## config.mk

```make
export PLATFORM = sky130hd
export DESIGN_NAME = input_act_stream
export DESIGN_NICKNAME = d
export VERILOG_FILES = /design/src/rtl/input_act_stream.sv
export SDC_FILE = /design/constraint.sdc
export NUM_CORES = 2
export LEC_CHECK = 0
export ABC_AREA = 1
export CORE_ASPECT_RATIO = 2
export CORE_UTILIZATION = 35
export DETAILED_ROUTE_END_ITERATION = 8
export GPL_TIMING_DRIVEN = 0
export PLACE_DENSITY_LB_ADDON = 0.12
export SYNTH_ARGS = -nofsm -noshare
export SYNTH_HDL_FRONTEND = slang
export SYNTH_SLANG_ARGS = --single-unit
```

## constraint.sdc

```tcl
create_clock -name CLK -period 5.1 [get_ports CLK]
set_input_delay 1.02 -clock CLK [delete_from_list [all_inputs] [get_ports CLK]]
set_output_delay 1.02 -clock CLK [all_outputs]
set_load 0.05 [all_outputs]
```

## src/rtl/input_act_stream.sv

```systemverilog
// Activation feeder: a show-ahead word FIFO whose head word is sliced into
// LANES-wide beats and streamed out under a START/LEN handshake.
module input_act_stream #(
    parameter int unsigned IN_W    = 32,
    parameter int unsigned SLICE_W = 8,
    parameter int unsigned LANES   = 2,
    parameter int unsigned DEPTH   = 64
) (
    input  logic                          CLK,
    input  logic                          RESETN,
    input  logic                          CLEAR,
    input  logic                          WR_EN,
    input  logic [IN_W-1:0]               WR_DATA,
    output logic                          FULL,
    output logic                          EMPTY,
    output logic [$clog2(DEPTH):0]        LEVEL,
    input  logic                          START,
    input  logic [15:0]                   LEN,
    output logic                          BUSY,
    output logic                          DONE,
    output logic                          OUT_VALID,
    input  logic                          OUT_READY,
    output logic [SLICE_W*LANES-1:0]      OUT_DATA,
    output logic                          OUT_LAST
);

    localparam int unsigned BEAT_W = SLICE_W * LANES;
    localparam int unsigned BEATS  = IN_W / BEAT_W;
    localparam int unsigned AW     = $clog2(DEPTH);
    localparam int unsigned BIW    = (BEATS > 1) ? $clog2(BEATS) : 1;

    localparam logic [AW:0]    FULL_LVL  = (AW + 1)'(DEPTH);
    localparam logic [BIW-1:0] LAST_BEAT = BIW'(BEATS - 1);

    typedef enum logic [1:0] {StIdle, StFeed, StFin} state_e;

    logic [IN_W-1:0] mem_q [DEPTH];
    logic [AW-1:0]   wr_ptr_q;
    logic [AW-1:0]   rd_ptr_q;
    logic [AW:0]     count_q;

    state_e          state_q;
    logic [BIW-1:0]  beat_q;
    logic [15:0]     rem_q;
    logic            done_q;

    logic            feeding;
    logic            xfer;
    logic            pop;
    logic            push;
    logic [IN_W-1:0] head;

    always_comb begin
        EMPTY     = (count_q == '0);
        FULL      = (count_q == FULL_LVL);
        LEVEL     = count_q;
        feeding   = (state_q == StFeed);
        OUT_VALID = feeding && !EMPTY;
        OUT_LAST  = OUT_VALID && (rem_q == 16'd1);
        xfer      = OUT_VALID && OUT_READY;
        // The last beat of a feed pops its word even if it is only partly consumed.
        pop       = xfer && ((beat_q == LAST_BEAT) || (rem_q == 16'd1));
        push      = WR_EN && (!FULL || pop);
        head      = mem_q[rd_ptr_q];
        OUT_DATA  = head[int'(beat_q) * BEAT_W +: BEAT_W];
        BUSY      = (state_q != StIdle);
        DONE      = done_q;
    end

    always_ff @(posedge CLK) begin
        if (RESETN && !CLEAR && push) begin
            mem_q[wr_ptr_q] <= WR_DATA;
        end
    end

    always_ff @(posedge CLK) begin
        if (!RESETN || CLEAR) begin
            wr_ptr_q <= '0;
            rd_ptr_q <= '0;
            count_q  <= '0;
        end else begin
            if (push) begin
                wr_ptr_q <= wr_ptr_q + 1'b1;
            end
            if (pop) begin
                rd_ptr_q <= rd_ptr_q + 1'b1;
            end
            if (push && !pop) begin
                count_q <= count_q + 1'b1;
            end else if (pop && !push) begin
                count_q <= count_q - 1'b1;
            end
        end
    end

    always_ff @(posedge CLK) begin
        if (!RESETN || CLEAR) begin
            state_q <= StIdle;
            beat_q  <= '0;
            rem_q   <= '0;
            done_q  <= 1'b0;
        end else begin
            done_q <= 1'b0;
            case (state_q)
                StIdle: begin
                    if (START && (LEN != 16'd0)) begin
                        state_q <= StFeed;
                        rem_q   <= LEN;
                        beat_q  <= '0;
                    end
                end
                StFeed: begin
                    if (xfer) begin
                        rem_q  <= rem_q - 16'd1;
                        beat_q <= pop ? '0 : beat_q + 1'b1;
                        if (rem_q == 16'd1) begin
                            state_q <= StFin;
                            done_q  <= 1'b1;
                        end
                    end
                end
                StFin: begin
                    state_q <= StIdle;
                end
                default: begin
                    state_q <= StIdle;
                end
            endcase
        end
    end

endmodule

```

# After elaboration in Yosys (flattened, before gate mapping)
# Memories as Yosys holds them, arrays and structs flattened. A register that Yosys moved wholly into a read port is not among the register bits.
# Cells that the tools add are included.
# op_classes
n_addsub,6
mul,0
div,0
n_lt_le_gt_ge,0
n_eq_ne,6
shift,1
mux,18
bitwise_logic,2
n_reduce_logical,28
# ops
cell,n
$mux W16,2
$pmux W16 S2,1
$shiftx A32 B6 Y16,1
$eq A16 B1 Y1 const B,1
$reduce_bool A16 Y1,1
$sub A16 B1 Y16 const B,1
$mux W7,2
$add A6 B1 Y6 const B,2
$mux W6,2
$logic_and A1 B1 Y1,10
$add A7 B1 Y7 const B,1
$eq A7 B7 Y1 const B,1
$logic_not A7 Y1,1
$sub A7 B1 Y7 const B,1
$logic_not A1 Y1,6
$mux W1,6
$mux W2,3
$reduce_and A3 Y1,2
$reduce_bool A2 Y1,3
$ne A2 B1 Y1 const B,2
$pmux W2 S2,1
$logic_or A1 B1 Y1,3
$reduce_or A3 Y1,1
$eq A2 B1 Y1 const B,1
other kinds (5),6
# totals
ff_bits,39
latch_bits,0
ramBits,2048
mem_bits_ro,0
inputBits,54
out_inout_bits,29
wordCells,69
mem_count,1
# mem_list
memory,words,width,rd,rd_clocked_by_memory_dff,wr,line_no,rtl
mem_q,64,32,1,1,1,37,logic [IN_W-1:0] mem_q [DEPTH];

# Depth between registers and ports, before layout
# logic_depth
word_depth,11
depth_mapped,22
ltp_nobuf,22

# Least setup slack after synthesis
# OpenSTA, ideal clock, no wires.
# synth_timing
kind,reg-to-reg
start,register count_q[0] (netlist: LEVEL[0])
end,memory mem_q[31][0] (enable)
setup_ns,0.501
arrival_ns,4.735
required_ns,4.599
setup_slack_ns,-0.137
stages_incl_launch_ff,9
synth_period_minus_slack_ns,5.237
cell_sequence,dfxtp_1 > nor2_1 > nand3_1 > nor2_1 > nor3_2 > nand2_1 > nand2_2 > nand2_4 > nor4_1
# synth_between
elab_chain_len,10
elab_cells_between_ends,12
classes_between,1 x eq/ne; 2 x mux; 9 x reduce/logical
# synth_rtl
item,line_no,rtl
"start, declared",40,logic [AW:0] count_q;
"start signal, assigned",89,count_q <= count_q + 1'b1;
"start signal, assigned",91,count_q <= count_q - 1'b1;
$logic_not A7 Y1,54,EMPTY = (count_q == '0);
via EMPTY,15,"output logic EMPTY,"
$logic_not A1 Y1,58,OUT_VALID = feeding && !EMPTY;
$logic_and A1 B1 Y1,58,
$logic_and A1 B1 Y1,60,xfer = OUT_VALID && OUT_READY;
$logic_and A1 B1 Y1,62,pop = xfer && ((beat_q == LAST_BEAT) || (rem_q == 16'd1));
$logic_or A1 B1 Y1,63,push = WR_EN && (!FULL || pop);
$logic_and A1 B1 Y1,63,
$logic_and A1 B1 Y1,71,if (RESETN && !CLEAR && push) begin
$mux W1,71,
$mux W1 (implied by the code),72,mem_q[wr_ptr_q] <= WR_DATA;
"end, declared",37,
# The timed path passes the listed nets, and every way through them passes these cells.

==> out/metrics.cfg <==
[logic_synthesis]
synthArstFlopShare_pct=0
synth_area_per_cell_um2=11.96
synth_seq_cells=2093
yosysTopAreaCell=edfxtp_1
synth.area.top_cells=edfxtp_1 (73%), nand3_1 (12%), nand2_1 (9.5%), buf_2 (1.2%), dfxtp_1 (1.1%)
synth-warning-count=0
synthFlopType=edfxtp_1
syn_inst=7052
ys_types=34
netlist_area_um2=84330
synthesis.nets=7118
synth_edf_count=2048
ys_seq_area_share_pct=74.00
synth.top_cell.area_share_pct=72.93
synth_common_cells=nand2_1 (2135), edfxtp_1 (2048), nand3_1 (2045)
yosysMostFrequentCell=nand2_1

[global_routing]
antenna_found_initial=16
grt_max_degree=65
grt.overflow.total=0
grt_pass1_vias=58040
track_usage_pct=29.76
grt_pass1_wl_mm=491.5

[sta]
finalCriticalPeriod_ns=5.186
rsz0062_at_grt=true
worst_pin_slew_ns=1.558
setup_tns_ns=-0.4346
fin_ws_ns=-0.08642
fin_hold_ws_ns=0.4966
skew_ns=0.04020
maxSlewViolCount=11
finalHoldViolCount=0
setup_viol=10
slew_headroom_pct=-3.835
fin_crit_sh_pct=101.7
clock.fmax_mhz=192.8

[drt]
via_per_inst=5.618
drt_pass1_iterations=6
wire_per_inst_um=33.91
routed.top_layer=met5
drc=0
ant_nets=0
drt_iter0_drc=6859
met3_length_mm=24.06
met2WireLength_mm=185.2
via_count=60730
wl_met1_mm=123.8
routed_wl_mm=366.6

[cts]
cts_buffer_depth=4
cts.reportedPaths.clkPinSlew_ns=0.07
htree_levels=4
cts_tree=done
cts_root_buf=clkbuf_16
holdBufCountCts=0
cts.sinks=2093
cts_buffers=192
worstSkewPairLatency_ns=0.89

[worst_setup_path]
cp.arrival_ns=4.17
critPathRequiredTime_ns=4.08
start_kind=flip-flop
path_class=flip-flop to primary output
path_max_fanout=10
crit_path_end_kind=primary output

[die]
io_pins=83
start_util_pct=35.24
die_area_um2=243000
row_count=254
core_um2=239300
die_y_um=696.2
die_x_um=349.1

[cells_and_area]
utilization_pct=41.32
area_growth_pct=17.25
fin_cells=10810
nNetsFinal=7521
drive_gt1_share_pct=12.41
num-fill-cells=22480

[power]
combPwrFrac_pct=2.3
p_per_area_nw_per_um2=347.3
vdd_ir_drop_max_v=0.0002522
p_leak_nw=34.21
p_clk_share_pct=42.6
p_int_w=0.02701
power_w=0.03434
pwr-share-seq_pct=55.0
switching_power_w=0.007328
switching_share_pct=21.34

[place]
dp_hpwl_mm=251.9
dp_cells=10460
numPortBuffers=82
place_congestion=0.9520

[job]
cap_violations=1

[outcome]
status=finished, violations left
violations=max-capacitance violations, max-slew violations, negative setup slack

[min_path]
hp-class=flip-flop to flip-flop

[state kept, by name, summed over array words and instances (netlist names), named ones only]
register  count
rem_q        16
rd_ptr_q      6
beat_q        1
DONE          1
LEVEL         7
state_q       2
wr_ptr_q      6
mem_q      2048
[power by group through the flow]
stage	combinational, W	sequential, W	clock (W)
floorplan	0.000221	0.0193	0
global placement	0.000749	0.0193	0
detailed placement	0.000791	0.0193	0
CTS	0.000798	0.0189	0.0147
global route	0.000835	0.0189	0.0153
finish	0.000803	0.0189	0.0146
[stage by stage]
stage / worst slack (ns) / area, um2
finish: -0.08642 / 98880
global route: -0.06215 / 98860
CTS: 0.0004037 / 98800
detailed placement: -1.311 / 91850
global placement: -5.146 / 89160
floorplan: 0.5526 / 84340
[path summary, 6_finish.rpt]
kind	end	cells after the start	start	slack, ns
setup / recovery	OUT_DATA[1]	10	flip-flop	-0.09
hold / removal	rem_q[14]	2	rem_q[14]	0.50
setup reg to reg	LEVEL[5]	19	beat_q	1.16
hold reg to reg	rem_q[14]	2	rem_q[14]	0.50
[cells by family (layout without fill, tap and decap cells)]
group                      count (synthesis)  after routing  share of synthesized area, %
AOI/OAI and AO/OA                         69             69                        0.4229
muxes                                      3              3                       0.03561
other                                      0              7                             0
adders and majority gates                 12             12                        0.1869
buffers and inverters                    519           1071                         2.650
DFF                                     2093           2093                         74.00
and+or+nand+nor                         4336           4336                         22.50
xor gates and xnor gates                  20             20                        0.2077
[what timing repair did]
item | CTS | global route
pin swaps | 1 | 0
buffers inserted | 0 | 0
endpoints found under the setup margin | 16 | 13
resized for setup | 442 | 48
gates cloned | 0 | 0
[cells in the final DEF (no fill, tap or decap), types with 16 or more instances in the layout]
master / count
a21oi_1: 35
buf_1: 32
buf_12: 89
buf_2: 154
buf_4: 100
buf_6: 40
bufinv_16: 16
clkbuf_1: 102
clkbuf_16: 197
clkbuf_2: 93
clkbuf_4: 25
clkdlybuf4s15_2: 19
clkdlybuf4s50_1: 34
clkinv_1: 45
clkinv_2: 33
dfxtp_1: 45
edfxtp_1: 2048
inv_1: 51
nand2_1: 2120
nand2_2: 16
nand3_1: 2001
nand3_2: 37
nor2_1: 60
nor2_4: 57
o21ai_0: 29
xor2_1: 16
[final cells by class]
class	count	area (um2)	share of cell area, %
well taps	3200	4004	4.049
multi-input cells	4440	20480	20.72
flip-flops and latches	2093	62400	63.11
clock buffers	243	5172	5.231
inverters	56	214.0	0.2164
plain buffers	463	2720	2.751
repair buffers	209	2987	3.020
diodes	7	17.52	0.01772
clock inverters	100	882.1	0.8921
[critical path, stage by stage (launching register included)]
cell             delay, ns
dfxtp_1               0.30
buf_2                 0.18
clkbuf_2              0.40
clkbuf_1              0.99
nand3_1               0.23
nand3_1               0.16
nand3_1               0.08
nand3_1               0.24
nand3_1               0.15
nand2_2               0.16
clkdlybuf4s18_2       0.39
[routing by layer]
layer / track usage [%] / up-vias
li1: - / 25980
met1: 32.26 / 30580
met2: 51.99 / 3189
met3: 4.160 / 985
met4: 23.47 / 6
met5: 0 / -
Note: power is estimated with default switching activity, not from simulation.
